==> src/rtl/riscv_pkg.sv <==
// Shared RV32I core types and constants used by the fetch stage.
package riscv_pkg;
   localparam int unsigned XLEN = 32;
   localparam logic [XLEN-1:0] NOP_INST = 32'h00000013;
   localparam logic [XLEN-1:0] RESET_PC = 32'h00000000;

   typedef struct packed {
      logic [XLEN-1:0] pc;
      logic [XLEN-1:0] inst;
   } fetch_entry_t;
endpackage

==> src/rtl/fetch_fifo.sv <==
// Synchronous DEPTH-entry queue of fetched {pc, inst} pairs; flush beats push and pop.
module fetch_fifo
   import riscv_pkg::*;
#(
   parameter int unsigned DEPTH = 2
) (
   input  logic                   clk,
   input  logic                   rst,
   input  logic                   push,
   input  logic                   pop,
   input  logic                   flush,
   input  fetch_entry_t           din,
   output logic                   full,
   output logic                   empty,
   output fetch_entry_t           head,
   output logic [$clog2(DEPTH):0] count
);

   localparam int unsigned AW = $clog2(DEPTH);
   localparam int unsigned CW = AW + 1;

   fetch_entry_t    mem_q [DEPTH];
   logic [AW-1:0]   wr_ptr_q, wr_ptr_d;
   logic [AW-1:0]   rd_ptr_q, rd_ptr_d;
   logic [CW-1:0]   count_q, count_d;
   logic            push_ok, pop_ok;

   assign full  = (count_q == CW'(DEPTH));
   assign empty = (count_q == '0);
   assign head  = mem_q[rd_ptr_q];
   assign count = count_q;

   // A push into a full queue is only legal when the head leaves in the same cycle.
   always_comb begin
      pop_ok   = pop & ~empty;
      push_ok  = push & (~full | pop_ok);
      wr_ptr_d = wr_ptr_q;
      rd_ptr_d = rd_ptr_q;
      count_d  = count_q;
      if (push_ok) wr_ptr_d = wr_ptr_q + AW'(1);
      if (pop_ok)  rd_ptr_d = rd_ptr_q + AW'(1);
      case ({push_ok, pop_ok})
         2'b10:   count_d = count_q + CW'(1);
         2'b01:   count_d = count_q - CW'(1);
         default: count_d = count_q;
      endcase
   end

   always_ff @(posedge clk) begin
      if (rst || flush) begin
         wr_ptr_q <= '0;
         rd_ptr_q <= '0;
         count_q  <= '0;
      end else begin
         wr_ptr_q <= wr_ptr_d;
         rd_ptr_q <= rd_ptr_d;
         count_q  <= count_d;
      end
   end

   // Storage carries no reset; occupancy alone decides what is valid.
   always_ff @(posedge clk) begin
      if (!rst && !flush && push_ok) mem_q[wr_ptr_q] <= din;
   end

endmodule

==> src/rtl/instruction_fetch.sv <==
// RV32I fetch stage: PC register, ROM addressing and redirect/flush control
// in front of the fetch queue that decode drains.
module instruction_fetch #(
   parameter int unsigned DEPTH    = 2,
   parameter logic [31:0] RESET_PC = riscv_pkg::RESET_PC,
   parameter logic [31:0] NOP_INST = riscv_pkg::NOP_INST
) (
   input  logic        clk,
   input  logic        rst,
   output logic [31:0] Rom_addr,
   input  logic [31:0] Rom_data,
   input  logic        Halt,
   input  logic        Redirect_valid,
   input  logic [31:0] Redirect_pc,
   output logic        Inst_valid,
   input  logic        Inst_ready,
   output logic [31:0] Inst_data,
   output logic [31:0] Inst_pc
);

   import riscv_pkg::*;

   localparam int unsigned CW = $clog2(DEPTH) + 1;

   logic [31:0]   pc_q, pc_d;
   logic          push, pop, q_full, q_empty;
   logic [CW-1:0] q_count;
   fetch_entry_t  q_din, q_head;

   assign Rom_addr = pc_q;
   assign q_din    = '{pc: pc_q, inst: Rom_data};

   // Redirect flushes the queue, so it suppresses both the push and any pop.
   always_comb begin
      pop  = Inst_valid & Inst_ready & ~Redirect_valid;
      push = ~Redirect_valid & ~Halt & (~q_full | pop);
      pc_d = pc_q;
      if (Redirect_valid)  pc_d = {Redirect_pc[31:2], 2'b00};
      else if (push)       pc_d = pc_q + 32'd4;
   end

   always_ff @(posedge clk) begin
      if (rst) pc_q <= RESET_PC;
      else     pc_q <= pc_d;
   end

   fetch_fifo #(.DEPTH(DEPTH)) u_fifo (
      .clk   (clk),
      .rst   (rst),
      .push  (push),
      .pop   (pop),
      .flush (Redirect_valid),
      .din   (q_din),
      .full  (q_full),
      .empty (q_empty),
      .head  (q_head),
      .count (q_count)
   );

   // Head outputs depend only on registered queue state.
   assign Inst_valid = (q_count != '0);
   assign Inst_data  = q_empty ? NOP_INST : q_head.inst;
   assign Inst_pc    = q_empty ? 32'h0    : q_head.pc;

endmodule

==> config.mk <==
export PLATFORM = sky130hd
export DESIGN_NAME = instruction_fetch
export DESIGN_NICKNAME = d
export VERILOG_FILES = /design/src/rtl/riscv_pkg.sv /design/src/rtl/fetch_fifo.sv /design/src/rtl/instruction_fetch.sv
export SDC_FILE = /design/constraint.sdc
export NUM_CORES = 1
export LEC_CHECK = 0
export ABC_AREA = 1
export CAP_MARGIN = 20
export CORE_MARGIN = 1
export CORE_UTILIZATION = 55
export CTS_CLUSTER_SIZE = 30
export DETAILED_ROUTE_END_ITERATION = 10
export PLACE_DENSITY = 0.89
export SLEW_MARGIN = 5
export SYNTH_ARGS = -nofsm -noshare
export SYNTH_HDL_FRONTEND = slang
export SYNTH_HIERARCHICAL = 1
export SYNTH_SLANG_ARGS = --single-unit
==> constraint.sdc <==
create_clock -name clk -period 10.6 [get_ports clk]
set_input_delay 1.59 -clock clk [delete_from_list [all_inputs] [get_ports clk]]
set_output_delay 1.59 -clock clk [all_outputs]
set_load 0.02 [all_outputs]
# After elaboration in Yosys (flattened, before gate mapping)
# Memory sizes are Yosys's and may differ from the RTL's. A register that Yosys moved wholly into a read port is not among the register bits.
# Cells that the tools add are included.
dict set report totals {
  elab_cells 45
  register_bits 36
  mem_count 1
  ram_bits 128
}
# memory words width read_ports rd_clocked_by_memory_dff write_ports line
set mem_list {}
lappend mem_list {u_fifo.mem_q 2 64 1 1 1 fetch_fifo.sv:22} ;# fetch_entry_t mem_q [DEPTH];
dict set report classes {
  mux 9
  eq_ne 3
  add_sub_neg 5
  n_reduce_logical 10
  bitwise 12
}
# cell n
set ops {}
lappend ops {{$mux W32} 4}
lappend ops {{$add A32 B3 Y32 const B} 1}
lappend ops {{$and A1 B1 Y1} 6}
lappend ops {{$reduce_bool A2 Y1} 3}
lappend ops {{$eq A2 B2 Y1 const B} 2}
lappend ops {{$mux W1} 4}
lappend ops {{$not A1 Y1} 4}
lappend ops {{$pmux W2 S2} 1}
lappend ops {{$add A1 B1 Y1 const B} 2}
lappend ops {{$add A2 B1 Y2 const B} 1}
lappend ops {{$eq A2 B1 Y1 const B} 1}
lappend ops {{$logic_and A1 B1 Y1} 2}
lappend ops {{$logic_not A1 Y1} 2}
lappend ops {{$logic_not A2 Y1} 1}
lappend ops {{$or A1 B1 Y1} 2}
lappend ops {{$reduce_or A2 Y1} 1}
lappend ops {{$sub A2 B1 Y2 const B} 1}
lappend ops {{$logic_or A1 B1 Y1} 1}

# Logic depth before layout (Yosys ltp)
# Gate-level depths: netlist (run 1).
dict set report depth {
  word_depth 9
  mapped_depth 15
}

# By module
# Netlist (run 1), hierarchy kept.
# mod cells_per_inst area_each_um2 n_inst seq_area_each_um2
set modules_own_cells {}
lappend modules_own_cells {fetch_fifo 240 4880.9 1 3943.8}
lappend modules_own_cells {instruction_fetch 527 2791.4 1 600.6}

# Worst setup path before layout (run 1)
# No wires, ideal clock.
dict set report synth_path {
  path_type {input to register}
  start {input Redirect_valid}
  end {memory u_fifo/mem_q[0][0] (netlist bit), enable pin}
  n_path_buf 3
  required_ns 10.114
  setup_ns 0.486
  path_slack_ns 4.862
  t_arrival_ns 5.252
  path_stages 9
  cell_sequence {buf_2 nor2_4 nand2_4 inv_2 buf_4 buf_6 o21ai_2 or2_1 nor2_1}
}
dict set report synth_between {
  elab_chain_cells 8
  word_cells_on_any_way 13
  classes_between {2 x mux; 8 x bitwise; 3 x reduce/logical}
}
# element line
set synth_rtl {}
lappend synth_rtl {{start: declaration} instruction_fetch.sv:13} ;# input logic Redirect_valid,
lappend synth_rtl {{$not A1 Y1 (*)} {instruction_fetch.sv:35, instruction_fetch.sv:36}}
lappend synth_rtl {{$and A1 B1 Y1} instruction_fetch.sv:35} ;# pop = Inst_valid & Inst_ready & ~Redirect_valid;
lappend synth_rtl {{$or A1 B1 Y1} instruction_fetch.sv:36} ;# push = ~Redirect_valid & ~Halt & (~q_full | pop);
lappend synth_rtl {{$and A1 B1 Y1 (*)} instruction_fetch.sv:36}
lappend synth_rtl {{named net push} instruction_fetch.sv:26} ;# logic push, pop, q_full, q_empty;
lappend synth_rtl {{$and A1 B1 Y1 (*)} fetch_fifo.sv:36} ;# push_ok = push & (~full | pop_ok);
lappend synth_rtl {{$logic_and A1 B1 Y1 (*)} fetch_fifo.sv:63} ;# if (!rst && !flush && push_ok) mem_q[wr_ptr_q] <= din;
lappend synth_rtl {{$mux W1 (*)} fetch_fifo.sv:63}
lappend synth_rtl {{$mux W1 (implied by the code) (*)} fetch_fifo.sv:63}
lappend synth_rtl {{end: declaration} fetch_fifo.sv:22}
# Mark *: on every way through the listed nets, which the timed path passes. The rest lies on a longest branch.

# Worst setup path in the final report (run 1)
dict set report layout_path {
  start {input Redirect_valid}
  end {memory u_fifo/mem_q[0][58] (netlist bit), enable pin}
}
dict set report layout_between {
  elab_chain_cells 8
  word_cells_on_any_way 13
  classes_between {2 x mux; 8 x bitwise; 3 x reduce/logical}
}
# element line
set layout_rtl {}
lappend layout_rtl {{$not A1 Y1} {instruction_fetch.sv:35, instruction_fetch.sv:36}}
lappend layout_rtl {{$and A1 B1 Y1} instruction_fetch.sv:35}
lappend layout_rtl {{$or A1 B1 Y1 / $and A1 B1 Y1 (equally long branches)} {instruction_fetch.sv:36, fetch_fifo.sv:35}}
lappend layout_rtl {{$and A1 B1 Y1 / $or A1 B1 Y1 (equally long branches)} {instruction_fetch.sv:36, fetch_fifo.sv:36}}
lappend layout_rtl {{$and A1 B1 Y1} fetch_fifo.sv:36}
lappend layout_rtl {{$logic_and A1 B1 Y1 (*)} fetch_fifo.sv:63}
lappend layout_rtl {{$mux W1 (*)} fetch_fifo.sv:63}
lappend layout_rtl {{$mux W1 (implied by the code) (*)} fetch_fifo.sv:63}
# Mark *: on every way between the ends. The rest lies on a longest branch, timed or not.

==> results.md, run 1 <==
- Status: finished, final reports clean
- Setup tns final: 0 ns
- Final setup fails: 0
- Syn Std Cell Area: 0.00767 mm^2
- Max-cap violations: 0
- Sequential share of the synthesized area: 59.2%
- Critical Path RT: 10.64 ns
- Number of antenna violations at the first check in global routing: 0
- WS Path Type: primary input to register
- FFs w/ async S/R, synth: 0%
- EDFF count, synth: 128
- HP Class: register to register
- Total CTS buffers: 17
- Fmax: 0.232 GHz
- Nets: 1000
- Via count: 5714
- Leak pwr: 3.77 nW
- CTS tree: built
- Core area: 0.0134 mm^2
- Clk root buf: clkbuf_16
- Crit end category: register
- Top delay family on crit path: buffers and inverters
- Reg2reg end: u_fifo/mem_q[0][58]$_DFFE_PP_
- Post-CTS sizing: 0
- Fin area: 0.0100 mm^2
- Critical Path Slowest Stage Cell: buf_4
- Syn-to-layout area delta: 30.5%
- Die ar.: 0.0144 mm^2
- Mapped Cells: 767
- Post-synthesis adder-cell area fraction: 0.163%
- GRT Util Overall: 24.4%
- Die Ht: 120 um
- CP Cell Sequence: clkdlybuf4s50_1, buf_4, nor2_4, nand2_4, inv_2, o21ai_2, or2_1, nor2_4, buf_4
- Post-synthesis compound-gate area fraction: 3.83%
- Fill count: 938
- Synth Register Bits: 163
- Reg2reg start: u_fifo/count[0]$_SDFFE_PP0P_
- Startpoint Class: primary input
- Unrepaired setup endpoints after global routing: false
- Die X: 120 um
- Routed wire per std cell: 14.8 um
- WP buf/inv: 4
- Main combinational cell family by area after synthesis: simple AND/OR/NAND/NOR gates
- CP max stage delay: 0.65 ns
- Pwr dens: 142 mW/mm^2
- Worst setup path endpoint: u_fifo/mem_q[0][58]$_DFFE_PP_
- Reg2reg setup slack: 7.47 ns
- Vias in the first global route: 5645
- Setup Skew: 0.00594 ns
- DRT antenna net count: 0
- Worst setup path start: Redirect_valid
- Clock Sinks: 163
- Simple-gate share of the synthesized area: 18.6%
- Global-route wire length before repair: 27.1 mm
- Final hold viol count: 0
- Final period demand of the worst path: 4.31 ns
- Ys Warns: 6
- Post-synthesis xor/xnor area fraction: 0.571%
- Largest net degree at the start of global routing: 65
- H-tree depth: 4
- # rows: 42
- Total congestion overflow: 0
- Hold buffers post-CTS: 0
- Worst Path Max Fanout: 64
- Pre-Repair DR Iteration Count: 5
- Max IR drop VDD: 94.6 uV
- Unique cell type count in the Yosys netlist: 33
- Layout cells sized above 1: 14.2%
- Final worst path period share: 40.7%
- Initial Util: 57.3%
- DRC errors left: 0
- Max-slew violations: 0
- Slew @ Worst Pin: 0.913 ns
- Post-DP Area: 0.00942 mm^2
- Io pins: 166
- Synth Flop Type: edfxtp_1
- GP Congestion: 0.861
- Worst-path clk slew: 0.06 ns
- Slew headroom: 39.1%
- Hold Slack: 0.470 ns
- Post-CTS setup buffers: 0
- Antenna Cells: 0
- Wirelength, routed: 16.5 mm
- Post-DP HPWL: 10.7 mm
- Drt initial violations: 491
- Worst path depth: 9
- Clock Latency Late Sink: 0.42 ns
- Syn avg cell area: 10.0 um^2
- FF-to-FF path depth: 10
- Mux contribution to synthesized area: 9.39%
- Clk buf depth: 2
- PortBufs: 161
- Worst endpoint data arrival time: 4.36 ns
- Vias per cell: 5.11
[area by class of cell]
class	instances	area, um^2	share of cell area (%)
inverter	127	477	4.76
clock inverter	6	37.5	0.375
clock buffer	26	533	5.32
timing repair buffer	167	1660	16.6
multi-input combinational	454	2530	25.3
sequential	163	4550	45.4
tap	176	220	2.20
[tightest hold or removal path: stages, from the launching register on]
cell and delay [ns]:
dfxtp_1 0.29, inv_1 0.07, a21oi_1 0.06
[layout by cell type (no fill, tap or decap), types with 20 or more instances in the layout]
master,netlist,routed
clkdlybuf4s50_1,0,161
nand2_1,137,137
edfxtp_1,128,128
inv_1,124,123
nor2_1,94,92
mux2_2,64,64
nand3_1,58,58
dfxtp_1,35,34
a21oi_1,28,28
clkbuf_16,0,20
[kinds of logic after synthesis]
family / Yosys count
XOR/XNOR: 5
adder cells (fa/ha/maj): 1
multiplexers: 64
AND/OR/NAND/NOR: 323
AO/OA/AOI/OAI: 55
other: 1
flip-flops: 163
buffers and inverters: 155
[registers in the layout (all words and copies together), names as in the netlist, named ones only]
name and cells:
u_fifo/mem_q 128, Rom_addr 30, u_fifo/wr_ptr_q 1, u_fifo/count 2
u_fifo/rd_ptr_q 1
[power breakdown]
part	internal, W	switching, W
logic	0.0000597	0.0000623
clock network	0.000347	0.000233
registers	0.000703	0.0000171
total	0.00111	0.000313
[routing by layer]
metal  wire (um)  vias up  share of wire (%)  global-route usage, %
li1            -     2814                  -                      -
met1        7060     2677                 43                   29.3
met2        8230      196                 50                   42.7
met3         885       27                5.4                   4.52
met4         358        0                2.2                   10.0
met5           0        -                  0                      0
[worst min-delay path by stage]
| stage | from | to | slack [ns] | depth (start not counted) |
|---|---|---|---|---|
| 2_1_floorplan | u_fifo/rd_ptr_q$_SDFFE_PP0P_ | register | 0.45 | 2 |
| 3_3_place_gp | u_fifo/rd_ptr_q$_SDFFE_PP0P_ | register | 0.45 | 2 |
| 3_5_place_dp | u_fifo/rd_ptr_q$_SDFFE_PP0P_ | register | 0.46 | 2 |
| 4_1_cts | u_fifo/rd_ptr_q$_SDFFE_PP0P_ | register | 0.47 | 2 |
| 5_1_grt | u_fifo/rd_ptr_q$_SDFFE_PP0P_ | register | 0.51 | 2 |
| 6_report | u_fifo/rd_ptr_q$_SDFFE_PP0P_ | register | 0.47 | 2 |
[Yosys cell counts (all sizes together), types with 4 or more instances]
cell,count,area [um^2]
inv,127,477
buf,16,108
nand3,58,290
xnor2,4,35.0
or2,6,37.5
edfxtp,128,3840
dfxtp,35,701
mux2,64,721
o21ai,20,104
a21oi,29,149
nor2,108,480
nand2,146,586
clkbuf,12,45.0
[stage by stage]
step | std cells | util (%) | total power [W] | worst slack, ns
6_report | 1119 | 74.7 | 0.00142 | 6.29
5_1_grt | 1119 | 74.7 | 0.00146 | 6.12
4_1_cts | 1118 | 74.6 | 0.00143 | 6.28
3_5_place_dp | 1086 | 70.3 | 0.000855 | 5.85
3_3_place_gp | 1086 | 70.3 | 0.000851 | 5.90
2_1_floorplan | 772 | - | 0.000789 | 4.86
No activity file was read; power rests on OpenSTA's default activity.
==> run 2: changes to the inputs <==
--- a/config.mk
+++ b/config.mk
@@ -8,10 +8,10 @@
 export ABC_AREA = 1
 export CAP_MARGIN = 20
 export CORE_MARGIN = 1
-export CORE_UTILIZATION = 55
+export CORE_UTILIZATION = 51
 export CTS_CLUSTER_SIZE = 30
 export DETAILED_ROUTE_END_ITERATION = 10
-export PLACE_DENSITY = 0.89
+export PLACE_DENSITY = 0.83
 export SLEW_MARGIN = 5
 export SYNTH_ARGS = -nofsm -noshare
 export SYNTH_HDL_FRONTEND = slang
==> constraint.sdc (replaced) <==
create_clock -name clk -period 4.47 [get_ports clk]
set_input_delay 0.6705 -clock clk [delete_from_list [all_inputs] [get_ports clk]]
set_output_delay 0.6705 -clock clk [all_outputs]
set_load 0.02 [all_outputs]
==> run 2 against run 1 <==
  * Design area increased by 1.3%
  * Via count decreased by 0.77%
  * Die area increased by 7.7%
  * Clock power increased to 2.8 times the previous value
  * Power increased to 2.5 times the previous value
  * Sequential power increased by 140%
  * Largest cell class unchanged
==> results.md, run 2 (synthesis results as in run 1) <==
- Status: finished, final reports clean
- CTS tree: built
- Worst-path clk slew: 0.06 ns (about the same)
- Setup Skew: 0.00534 ns (-0.000600 ns)
- Pwr dens: 355 mW/mm^2 (+150%)
- Tot Pwr: 0.00360 W (+150%)
- Commonest non-fill, non-tap cell in the layout: clkdlybuf4s50_1
- Post-DP Area: 0.00950 mm^2 (+0.77%)
- Layout cells sized above 1: 14.4% (+0.20 points)
- Wirelength, routed: 16.9 mm (+2.4%)
- Non-Filler Instances: 1128 (+0.80%)
- H-tree depth: 4 (unchanged)
- Worst endpoint data arrival time: 2.63 ns (-1.73 ns)
- Combinational fraction of design power: 8.1% (-0.5 points)
- Dpl cells: 1097 (+1.0%)
- Fmax: 0.303 GHz
- Clock Sinks: 163 (unchanged)
- Syn-to-layout area delta: 32.2%
- Vias per cell: 5.03 (-1.6%)
- Part of the power in registers: 47.4% (-3.2 points)
- Max-cap violations: 0 (unchanged)
- Clk buf depth: 2 (unchanged)
- Total CTS buffers: 17 (unchanged)
- # rows: 44 (+4.8%)
- Crit end category: output port
- Initial Util: 52.6% (-4.7 points)
- WS Path Type: register to output port
- Slew @ Worst Pin: 0.942 ns (+0.0294 ns)
- Critical Path Slowest Stage Cell: dfxtp_4
- Leak pwr: 3.82 nW (+1.3%)
- Global-route wire length before repair: 27.0 mm (-0.18%)
- Die Ht: 125 um (+3.8%)
- Post-DP HPWL: 11.1 mm (+4.1%)
- GRT Util Overall: 22.4% (-2.0 points)
- Routed wire per std cell: 15.0 um (+1.5%)
- Pre-Repair DR Iteration Count: 6 (+1)
- Nets: 1002 (+0.20%)
- Die X: 125 um (+3.8%)
- Final period demand of the worst path: 3.30 ns
- Final setup fails: 0 (unchanged)
- Post-CTS setup buffers: 0 (unchanged)
- Worst Path Max Fanout: 64 (unchanged)
- Post-CTS sizing: 0 (unchanged)
- Via count: 5670 (-0.77%)
- Top reg by flops: u_fifo/mem_q
- Drt initial violations: 404 (-18%)
- Commonest non-fill, non-tap cells in the layout: clkdlybuf4s50_1, nand2_1, edfxtp_1
- Core area: 0.0146 mm^2 (+8.9%)
- HP Class: register to register
- Antenna Cells: 0 (unchanged)
- Vias in the first global route: 5438 (-3.7%)
- Final hold viol count: 0 (unchanged)
- Slew headroom: 37.2% (-2.0 points)
- Final worst path period share: 73.8%
- WP buf/inv: 1 (-3)
- PortBufs: 161 (unchanged)
- Startpoint Class: register
- Clock Power Share: 44.5% (+3.7 points)
- DRC errors left: 0 (unchanged)
- Hold buffers post-CTS: 0 (unchanged)
- Fin area: 0.0101 mm^2 (+1.3%)
- CP max stage delay: 0.97 ns (+0.32 ns)
- Max IR drop VDD: 257 uV (+170%)
- Clk root buf: clkbuf_16
- Total congestion overflow: 0 (unchanged)
- Unrepaired setup endpoints after global routing: false
- Die ar.: 0.0155 mm^2 (+7.7%)
- Top delay family on crit path: flip-flops
- Internal: 0.00285 W (+160%)
- Max-slew violations: 0 (unchanged)
- Switch share: 20.8% (-1.2 points)
- Sw power: 0.000750 W (+140%)
- Clock Latency Late Sink: 0.42 ns (about the same)
- DRT antenna net count: 0 (unchanged)
- CP Cell Sequence: mux2_2, or2_2, clkdlybuf4s50_1
- Largest net degree at the start of global routing: 65 (unchanged)
- Setup tns final: 0 ns (unchanged)
- Io pins: 166 (unchanged)
- Critical Path RT: 3.80 ns (-6.84 ns)
- Number of antenna violations at the first check in global routing: 0 (unchanged)
- GP Congestion: 0.873 (+1.4%)
- Max FFs per register: 128 (unchanged)
[run 2: changes by cell type in the layout (fill, tap and decap cells not counted)]
cell,before,now
bufinv_16,0,6
buf_12,0,3
clkbuf_16,20,17
inv_4,2,0
buf_8,1,0
clkbuf_1,5,4
clkbuf_8,1,0
clkinv_4,0,1
clkinvlp_4,2,1
dfxtp_2,1,0
dfxtp_4,0,1
[run 2: area by class of cell]
type | count | area (um^2)
clock inverter | 10 | 206
fill | 1096 | 4450
clock buffer | 21 | 440
multi-input combinational | 454 | 2530
inverter | 127 | 477
sequential | 163 | 4550
timing repair buffer | 169 | 1710
tap | 184 | 230
[run 2: worst paths after layout]
path	from	end	slack, ns	cells after the start
hold reg to reg	u_fifo/rd_ptr_q$_SDFFE_PP0P_	register	0.47	2
hold / removal	u_fifo/rd_ptr_q$_SDFFE_PP0P_	register	0.47	2
setup / recovery	register	Inst_data[1]	1.17	3
setup reg to reg	u_fifo/count[0]$_SDFFE_PP0P_	u_fifo/mem_q[0][30]$_DFFE_PP_	1.91	10
[run 2: per-stage QoR]
stage / utilization, % / hold slack, ns / setup slack (ns)
2_1_floorplan: - / 0.447 / 0.713
3_3_place_gp: 65.1 / 0.446 / 1.12
3_5_place_dp: 65.1 / 0.460 / 1.10
5_1_grt: 69.5 / 0.484 / 1.04
6_report: 69.5 / 0.469 / 1.17
4_1_cts: 69.5 / 0.470 / 1.13
[run 2: routing by layer]
| metal | part of all wire [%] | GRT usage (%) | vias up | wire, um |
|---|---|---|---|---|
| li1 | - | - | 2814 | - |
| met1 | 44 | 28.6 | 2637 | 7450 |
| met2 | 48 | 37.1 | 188 | 8180 |
| met3 | 5.4 | 4.42 | 31 | 909 |
| met4 | 2.3 | 9.21 | 0 | 386 |
| met5 | 0 | 0 | - | 0 |
[run 2: power groups by stage]
stage	sequential, W	combinational (W)	clock [W]
2_1_floorplan	0.00175	0.000123	0
3_3_place_gp	0.00174	0.000286	0
3_5_place_dp	0.00174	0.000291	0
4_1_cts	0.00171	0.000294	0.00162
5_1_grt	0.00171	0.000317	0.00169
6_report	0.00171	0.000292	0.00160
[run 2: worst reg2reg max path: stages, from the launching register on]
cell	delay [ns]
dfxtp_1	0.45
inv_2	0.10
nand2_2	0.10
inv_1	0.05
nand2_1	0.09
nand2_4	0.16
inv_2	0.10
o21ai_2	0.08
or2_1	0.28
nor2_4	0.56
buf_12	0.28
